**src/rtl/rv32m_muldiv_if.sv**
```systemverilog
// Request/response bundle for the RV32M multiply/divide unit.
// master drives start/funct3/op_a/op_b/rd_in; slave returns busy/done/result/rd_out.
interface rv32m_muldiv_if #(
  parameter int XLEN = 32
);
  logic            start;
  logic [2:0]      funct3;
  logic [XLEN-1:0] op_a;
  logic [XLEN-1:0] op_b;
  logic [4:0]      rd_in;
  logic            busy;
  logic            done;
  logic [XLEN-1:0] result;
  logic [4:0]      rd_out;

  modport master (
    output start, funct3, op_a, op_b, rd_in,
    input  busy, done, result, rd_out
  );

  modport slave (
    input  start, funct3, op_a, op_b, rd_in,
    output busy, done, result, rd_out
  );
endinterface

```
**src/rtl/rv32m_muldiv.sv**
```systemverilog
// Iterative RV32M MUL/MULH/MULHSU/MULHU/DIV/DIVU/REM/REMU unit; clk, async rst, bus (slave).
// Macro FAST_MUL_EN: multiplies use a single combinational product of the latched operands.
module rv32m_muldiv #(
  parameter int XLEN = 32
) (
  input logic           clk,
  input logic           rst,
  rv32m_muldiv_if.slave bus
);
  localparam int CW = $clog2(XLEN);
  localparam logic [CW-1:0] LAST = CW'(XLEN - 1);

  typedef enum logic [1:0] {IDLE, CALC, DONE} state_t;

  state_t            state;
  logic [CW-1:0]     cnt;
  logic [2:0]        fn;
  logic [XLEN-1:0]   magA;
  logic [XLEN-1:0]   magB;
  logic              aNeg;
  logic              bNeg;
  logic [2*XLEN-1:0] acc;
  logic [4:0]        rdHold;
  logic              busyQ;
  logic              doneQ;
  logic [XLEN-1:0]   resultQ;
  logic [4:0]        rdOutQ;

  assign bus.busy   = busyQ;
  assign bus.done   = doneQ;
  assign bus.result = resultQ;
  assign bus.rd_out = rdOutQ;

  logic            sgnA;
  logic            sgnB;
  logic            inNegA;
  logic            inNegB;
  logic [XLEN-1:0] inMagA;
  logic [XLEN-1:0] inMagB;
  logic            divZero;

  always_comb begin
    sgnA = 1'b0;
    sgnB = 1'b0;
    case (bus.funct3)
      3'b001, 3'b100, 3'b110: begin
        sgnA = 1'b1;
        sgnB = 1'b1;
      end
      3'b010: sgnA = 1'b1;
      default: ;
    endcase
    inNegA  = sgnA & bus.op_a[XLEN-1];
    inNegB  = sgnB & bus.op_b[XLEN-1];
    inMagA  = inNegA ? -bus.op_a : bus.op_a;
    inMagB  = inNegB ? -bus.op_b : bus.op_b;
    divZero = bus.funct3[2] & (bus.op_b == '0);
  end

  // acc is shared: {hi, multiplier} for shift-add, {remainder, dividend/quotient}
  // for restoring division.
  logic [XLEN:0]     sum;
  logic [XLEN:0]     shifted;
  logic [XLEN:0]     diff;
  logic [2*XLEN-1:0] accNext;
  logic [2*XLEN-1:0] accFin;
  logic [2*XLEN-1:0] prod;
  logic [XLEN-1:0]   quo;
  logic [XLEN-1:0]   rem;
  logic [XLEN-1:0]   resNext;
  logic              lastIter;

  always_comb begin
    sum     = {1'b0, acc[2*XLEN-1:XLEN]}
            + (acc[0] ? {1'b0, magA} : '0);
    shifted = {acc[2*XLEN-1:XLEN], acc[XLEN-1]};
    diff    = shifted - {1'b0, magB};
    if (!fn[2])
      accNext = {sum, acc[XLEN-1:1]};
    else if (diff[XLEN])
      accNext = {shifted[XLEN-1:0], acc[XLEN-2:0], 1'b0};
    else
      accNext = {diff[XLEN-1:0], acc[XLEN-2:0], 1'b1};
  end

`ifdef FAST_MUL_EN
  logic [2*XLEN-1:0] fastProd;
  assign fastProd = {{XLEN{1'b0}}, magA} * {{XLEN{1'b0}}, magB};
  assign accFin   = fn[2] ? accNext : fastProd;
  assign lastIter = !fn[2] || (cnt == LAST);
`else
  assign accFin   = accNext;
  assign lastIter = (cnt == LAST);
`endif

  // Magnitudes were used throughout; signs are reapplied here.
  always_comb begin
    prod = (aNeg ^ bNeg) ? -accFin : accFin;
    quo  = accFin[XLEN-1:0];
    rem  = accFin[2*XLEN-1:XLEN];
    case (fn)
      3'b000:                 resNext = prod[XLEN-1:0];
      3'b001, 3'b010, 3'b011: resNext = prod[2*XLEN-1:XLEN];
      3'b100, 3'b101:         resNext = (aNeg ^ bNeg) ? -quo : quo;
      default:                resNext = aNeg ? -rem : rem;
    endcase
  end

  always_ff @(posedge clk or posedge rst) begin
    if (rst) begin
      state   <= IDLE;
      cnt     <= '0;
      fn      <= '0;
      magA    <= '0;
      magB    <= '0;
      aNeg    <= 1'b0;
      bNeg    <= 1'b0;
      acc     <= '0;
      rdHold  <= '0;
      busyQ   <= 1'b0;
      doneQ   <= 1'b0;
      resultQ <= '0;
      rdOutQ  <= '0;
    end else begin
      case (state)
        IDLE: begin
          if (bus.start) begin
            fn     <= bus.funct3;
            magA   <= inMagA;
            magB   <= inMagB;
            aNeg   <= inNegA;
            bNeg   <= inNegB;
            rdHold <= bus.rd_in;
            cnt    <= '0;
            busyQ  <= 1'b1;
            acc    <= bus.funct3[2]
                    ? {{XLEN{1'b0}}, inMagA}
                    : {{XLEN{1'b0}}, inMagB};
            if (divZero) begin
              state   <= DONE;
              doneQ   <= 1'b1;
              rdOutQ  <= bus.rd_in;
              resultQ <= bus.funct3[1] ? bus.op_a : '1;
            end else begin
              state <= CALC;
            end
          end
        end
        CALC: begin
          acc <= accFin;
          cnt <= cnt + CW'(1);
          if (lastIter) begin
            state   <= DONE;
            doneQ   <= 1'b1;
            resultQ <= resNext;
            rdOutQ  <= rdHold;
          end
        end
        DONE: begin
          state <= IDLE;
          busyQ <= 1'b0;
          doneQ <= 1'b0;
        end
        default: state <= IDLE;
      endcase
    end
  end
endmodule

```
**src/flat_wrapper.sv**
```systemverilog
// flat-port wrapper written by rule: the top's interface ports become plain ports
module rv32m_muldiv_flat 
#(
  parameter int XLEN = 32
)
  (clk, rst, bus_start, bus_funct3, bus_op_a, bus_op_b, bus_rd_in, bus_busy, bus_done, bus_result, bus_rd_out);
  rv32m_muldiv_if #(.XLEN(XLEN)) bus_i ();
  input logic clk;
  input logic rst;
  input wire logic [$bits(bus_i.start)-1:0] bus_start;
  input wire logic [$bits(bus_i.funct3)-1:0] bus_funct3;
  input wire logic [$bits(bus_i.op_a)-1:0] bus_op_a;
  input wire logic [$bits(bus_i.op_b)-1:0] bus_op_b;
  input wire logic [$bits(bus_i.rd_in)-1:0] bus_rd_in;
  output wire logic [$bits(bus_i.busy)-1:0] bus_busy;
  output wire logic [$bits(bus_i.done)-1:0] bus_done;
  output wire logic [$bits(bus_i.result)-1:0] bus_result;
  output wire logic [$bits(bus_i.rd_out)-1:0] bus_rd_out;
  assign bus_i.start = bus_start;
  assign bus_i.funct3 = bus_funct3;
  assign bus_i.op_a = bus_op_a;
  assign bus_i.op_b = bus_op_b;
  assign bus_i.rd_in = bus_rd_in;
  assign bus_busy = bus_i.busy;
  assign bus_done = bus_i.done;
  assign bus_result = bus_i.result;
  assign bus_rd_out = bus_i.rd_out;
  rv32m_muldiv #(.XLEN(XLEN)) u_core (.clk(clk), .rst(rst), .bus(bus_i));
endmodule
```
**config.mk**
```make
export PLATFORM = sky130hd
export DESIGN_NAME = rv32m_muldiv_flat
export DESIGN_NICKNAME = d
export VERILOG_FILES = /design/src/rtl/rv32m_muldiv_if.sv /design/src/rtl/rv32m_muldiv.sv /design/src/flat_wrapper.sv
export SDC_FILE = /design/constraint.sdc
export NUM_CORES = 1
export LEC_CHECK = 0
export CORE_MARGIN = 2
export CORE_UTILIZATION = 50
export DETAILED_ROUTE_END_ITERATION = 16
export PLACE_DENSITY = 0.69
export SYNTH_ARGS = -nofsm -noshare
export SYNTH_HDL_FRONTEND = slang
export SYNTH_SLANG_ARGS = --single-unit
```
**constraint.sdc**
```tcl
create_clock -name clk -period 12.1 [get_ports clk]
set_input_delay 2.42 -clock clk [delete_from_list [all_inputs] [get_ports clk]]
set_output_delay 2.42 -clock clk [all_outputs]
set_load 0.01 [all_outputs]
```
# Yosys cells after proc, flatten, opt, wreduce, memory -nomap -nowiden
# Index checks and enable logic that the tools add are counted.
# word_totals
regBits	184
output_inout_bits	39
# classes
add_sub_neg	8
eq_ne	15
mux	35
n_bitwise	4
n_reduce_logical	16
# ops
operator	count
32-bit two-way mux	10
64-bit two-way mux	4
32-bit negator	4
64-bit one-hot mux with 2 select lines	1
32-bit one-hot mux with 3 select lines	1
64-bit negator	1
32-bit one-hot mux with 2 select lines	1
32-bit by 33-bit adder with 33-bit output	1
33-bit by 32-bit subtractor with 33-bit output	1
32-bit zero test	1
5-bit two-way mux	4
5-bit one-hot mux with 2 select lines	2
3-bit equality test (second input constant)	4
3-bit by 2-bit equality test with 1-bit output (second input constant)	3
2-bit AND reduction	4
4-bit AND reduction	2
3-bit by 1-bit equality test with 1-bit output (second input constant)	2
1-bit two-way mux	6
2-bit two-way mux	3
3-bit OR reduction	2
5-bit by 1-bit adder with 5-bit output (second input constant)	1
5-bit equality test (second input constant)	1
2-bit by 1-bit inequality test with 1-bit output (second input constant)	2
2-bit one-hot mux with 2 select lines	1
13 further kinds	16

# Depth between registers and ports, before layout
# logic_depth
ltp_word	8
ltp_mapped	28

# Worst setup path before layout
# OpenSTA, ideal clock, no wires.
# synth_path
path_kind	reg2reg
startpoint	register u_core.acc[31]
endpoint	register u_core.resultQ[22], in the netlist u_core.bus.result[22]
arrival_time_ns	5.342
path_slack_ns	6.617
path_stages_with_launch	28
path_buffers	2
period_less_slack_ns	5.483
path_cell_list	dfrtp_1 -> inv_1 -> ha_1 -> inv_1 -> fa_1 -> a211oi_2 -> nor3_2 -> o311a_4 -> o21ai_4 -> nand3_1 -> clkbuf_1 -> nand3_1 -> nand2_1 -> inv_1 -> ha_1 -> nand2_1 -> or3_1 -> or2_2 -> nor3_1 -> and2_1 -> nand2_1 -> buf_2 -> nand4b_1 -> nor4_1 -> mux2i_1 -> nand2_1 -> o211ai_1 -> a31oi_1
# synth_between
elab_chain_cells	8
word_cells_on_any_way	12
classes_between	add/sub (4); mux (8)
# synth_rtl
item	line_no	text
from (decl)	rv32m_muldiv.sv:22	logic [2*XLEN-1:0] acc;
from (signal assigned)	rv32m_muldiv.sv:136	acc <= bus.funct3[2]
from (signal assigned)	rv32m_muldiv.sv:150	acc <= accFin;
33-bit by 32-bit subtractor with 33-bit output	rv32m_muldiv.sv:77	diff = shifted - {1'b0, magB};
64-bit two-way mux	rv32m_muldiv.sv:80	else if (diff[XLEN])
64-bit two-way mux *	rv32m_muldiv.sv:78	if (!fn[2])
64-bit negator (tied with other cells)	rv32m_muldiv.sv:98	prod = (aNeg ^ bNeg) ? -accFin : accFin;
64-bit two-way mux (tied with other cells)	rv32m_muldiv.sv:98	
32-bit one-hot mux with 3 select lines *	rv32m_muldiv.sv:101	case (fn)
32-bit two-way mux *	rv32m_muldiv.sv:152	if (lastIter) begin
32-bit one-hot mux with 2 select lines *	rv32m_muldiv.sv:125	case (state)
to (signal assigned)	rv32m_muldiv.sv:143	resultQ <= bus.funct3[1] ? bus.op_a : '1;
to (signal assigned)	rv32m_muldiv.sv:155	resultQ <= resNext;
to (decl)	rv32m_muldiv.sv:26	logic [XLEN-1:0] resultQ;
# Mark *: on every way between the ends. The rest lies on a longest branch, timed or not. The select of a mux whose other input is x is not followed.
# A chain may end at the register's enable or synchronous reset.

# Worst setup path in the final report
# Same ends and word-level chain as after synthesis.

==> flow_summary.json <==
{
  "status": "finished clean",
  "finalCritPeriodShare_pct": 62.77,
  "die_h_um": 190.7,
  "vias": 18590,
  "maxCapViolations": 0,
  "insertion_delay_ns": 0.48,
  "tns_ns": 0,
  "hold_end": "u_core.magA[27]$_DFFE_PP0P_",
  "rows": 68,
  "r2r_cells": 25,
  "yosysWarnings": 0,
  "post_cts_resized": 0,
  "cp-end-kind": "flip-flop",
  "synth-edff-count": 0,
  "grt_max_degree": 122,
  "hold_path_class": "reg2reg",
  "core_um2": 34460,
  "first_pass_iters": 10,
  "final_common_cell": "nand2_1",
  "ys_seq_area_share_pct": 26.43,
  "synthCells": 2279,
  "grt_pass1_vias": 17550,
  "tightest_slew_ns": 1.202,
  "cts_tree": "done",
  "initialDrtViolationCount": 2509,
  "io_buffers": 113,
  "cts_buffer_depth": 2,
  "worst_ep_arrival_time_ns": 7.90,
  "cts_buffers": 17,
  "setup_viol": 0,
  "rsz0062_at_grt": "no",
  "die_area_um2": 36350,
  "cts_hold_buf": 0,
  "syn2layout_area_growth_pct": 11.83,
  "cts_sinks": 184,
  "r2r-end": "u_core.bus.result[22]$_DFFE_PP0P_",
  "crit_path_max_fanout": 15,
  "crit_type": "reg2reg",
  "grt_remaining_overflow": 0,
  "postRouteAntennaNets": 0,
  "htree_levels": 4,
  "clk_pin_slew_ns": 0.08,
  "skew_ns": 0.01930,
  "wire_per_inst_um": 26.44,
  "grt_first_pass_wirelength_um": 109900,
  "drive_gt1_share_pct": 5.852,
  "post_cts_buffers": 0,
  "ys_ff_latch": 184,
  "synth_cell_types": 93,
  "drc": 0,
  "period_minus_slack_ns": 7.595,
  "grt_antenna_before_repair": 1,
  "fin_nets": 2458,
  "synth_ff_type": "dfrtp_1",
  "synth_nets": 2426,
  "syn_avg_cell_area_um2": 7.644,
  "final_cell_mix": "nand2_1, o21ai_0, dfrtp_1",
  "gp_congestion": 1.040,
  "initial_utilization_pct": 50.56,
  "hold_violations": 0,
  "required_ns": 12.41,
  "async_reset_ff_share_pct": 100.0,
  "grt_usage_pct": 40.66,
  "cts-root-buf": "clkbuf_16",
  "wirelength_um": 73500,
  "start_kind": "flip-flop",
  "slew_headroom_pct": 19.35,
  "worstReg2RegStart": "u_core.acc[31]$_DFFE_PP0P_",
  "via_per_inst": 6.688,
  "hpwlAfterDp_um": 56620,
  "die_x_um": 190.7,
  "r2r_setup_slack_ns": 4.51,
  "min-delay-start": "u_core.magA[27]$_DFFE_PP0P_",
  "fmax_mhz": 131.7,
  "synth.cell_area_um2": 17420,
  "io_pins": 114,
  "min_path_cells": 2,
  "slew_viol_final": 0
}
-- kinds of logic (layout without fill, tap and decap cells) --
logic type / Yosys count / after routing / share of synthesized area [%]
buffers and inverters: 214 / 259 / 4.963
AO/OA/AOI/OAI: 718 / 718 / 26.90
flip-flops: 184 / 184 / 26.43
XOR/XNOR: 179 / 179 / 8.999
other: 0 / 1 / 0
multiplexers: 77 / 77 / 4.503
AND/OR/NAND/NOR: 835 / 835 / 22.95
adder cells (fa/ha/maj): 72 / 72 / 5.257
-- worst max path at each step --
stage	start	endpoint	slack, ns
floorplan	rst	u_core.aNeg$_DFFE_PP0P_	4.68
global placement	u_core.acc[31]$_DFFE_PP0P_	u_core.bus.result[22]$_DFFE_PP0P_	5.14
detailed placement	u_core.acc[31]$_DFFE_PP0P_	u_core.bus.result[22]$_DFFE_PP0P_	4.92
CTS	u_core.acc[31]$_DFFE_PP0P_	u_core.bus.result[22]$_DFFE_PP0P_	4.81
global route	u_core.acc[31]$_DFFE_PP0P_	u_core.bus.result[22]$_DFFE_PP0P_	4.23
finish	u_core.acc[31]$_DFFE_PP0P_	u_core.bus.result[22]$_DFFE_PP0P_	4.51
-- sequential cells by signal (all words and copies together), names as in the netlist --
signal             flops
u_core.state           2
u_core.fn              3
u_core.aNeg            1
u_core.bus.rd_out      5
u_core.magA           32
u_core.acc            64
u_core.bus.done        1
u_core.bNeg            1
u_core.rdHold          5
u_core.bus.result     32
u_core.cnt             5
u_core.magB           32
u_core.bus.busy        1
-- metrics by stage --
| stage | utilization (%) | hold WS [ns] | instances | cell area, um^2 | setup slack, ns |
|---|---|---|---|---|---|
| floorplan | - | 0.4376 | 2279 | 17420 | 4.680 |
| global placement | 54.78 | 0.4563 | 2747 | 18880 | 5.138 |
| detailed placement | 54.78 | 0.4589 | 2747 | 18880 | 4.918 |
| CTS | 56.53 | 0.4774 | 2779 | 19480 | 4.811 |
| global route | 56.53 | 0.4909 | 2779 | 19480 | 4.234 |
| finish | 56.54 | 0.4741 | 2780 | 19480 | 4.505 |
-- worst max-delay path, cell delays in order, from the launching register on --
cell and delay, ns:
dfrtp_1 0.41, inv_1 0.11, ha_1 0.19, inv_1 0.06
fa_1 0.43, a211oi_2 0.31, nor3_2 0.13, o311a_4 0.41
o21ai_4 0.27, nand3_1 0.59, nand3_1 0.50, nand2_1 0.15
inv_1 0.10, ha_1 0.19, nand2_1 0.08, or3_1 0.43
or2_2 0.33, nor3_1 0.86, and2_1 0.30, nand2_1 0.38
nand4b_1 0.32, nor4_1 0.34, mux2i_1 0.24, nand2_1 0.08
o211ai_1 0.10, a31oi_1 0.10
-- Yosys cell counts (all sizes together), types with 65 or more instances --
cell	number	area share (%)
o21ai	244	7.1
ha	70	5.0
nand2	329	7.1
dfrtp	184	26
mux2i	66	3.8
nor2	163	3.6
clkbuf	100	2.2
nor3	65	2.0
inv	74	1.6
a21oi	139	4.0
xnor2	102	5.1
xor2	77	3.9
-- final cells by class --
cell class / instances / area [um^2]
inverter: 77 / 296.5
tap: 455 / 569.3
timing repair buffer: 150 / 1404
antenna: 1 / 2.502
sequential: 184 / 4608
clock buffer: 19 / 442.9
fill: 3350 / 14980
multi-input combinational: 1881 / 12000
clock inverter: 13 / 160.2
-- per-layer routing --
| metal | vias up | track usage [%] | share of wire [%] |
|---|---|---|---|
| met5 | - | 0 | 0 |
| met3 | 222 | 9.238 | 10 |
| met1 | 8862 | 54.45 | 41 |
| met4 | 0 | 25.46 | 7.0 |
| li1 | 8396 | - | - |
| met2 | 1114 | 59.12 | 42 |
Power is not shown: default switching activity piles up to over one toggle a cycle in this logic, so the estimate is an artifact.
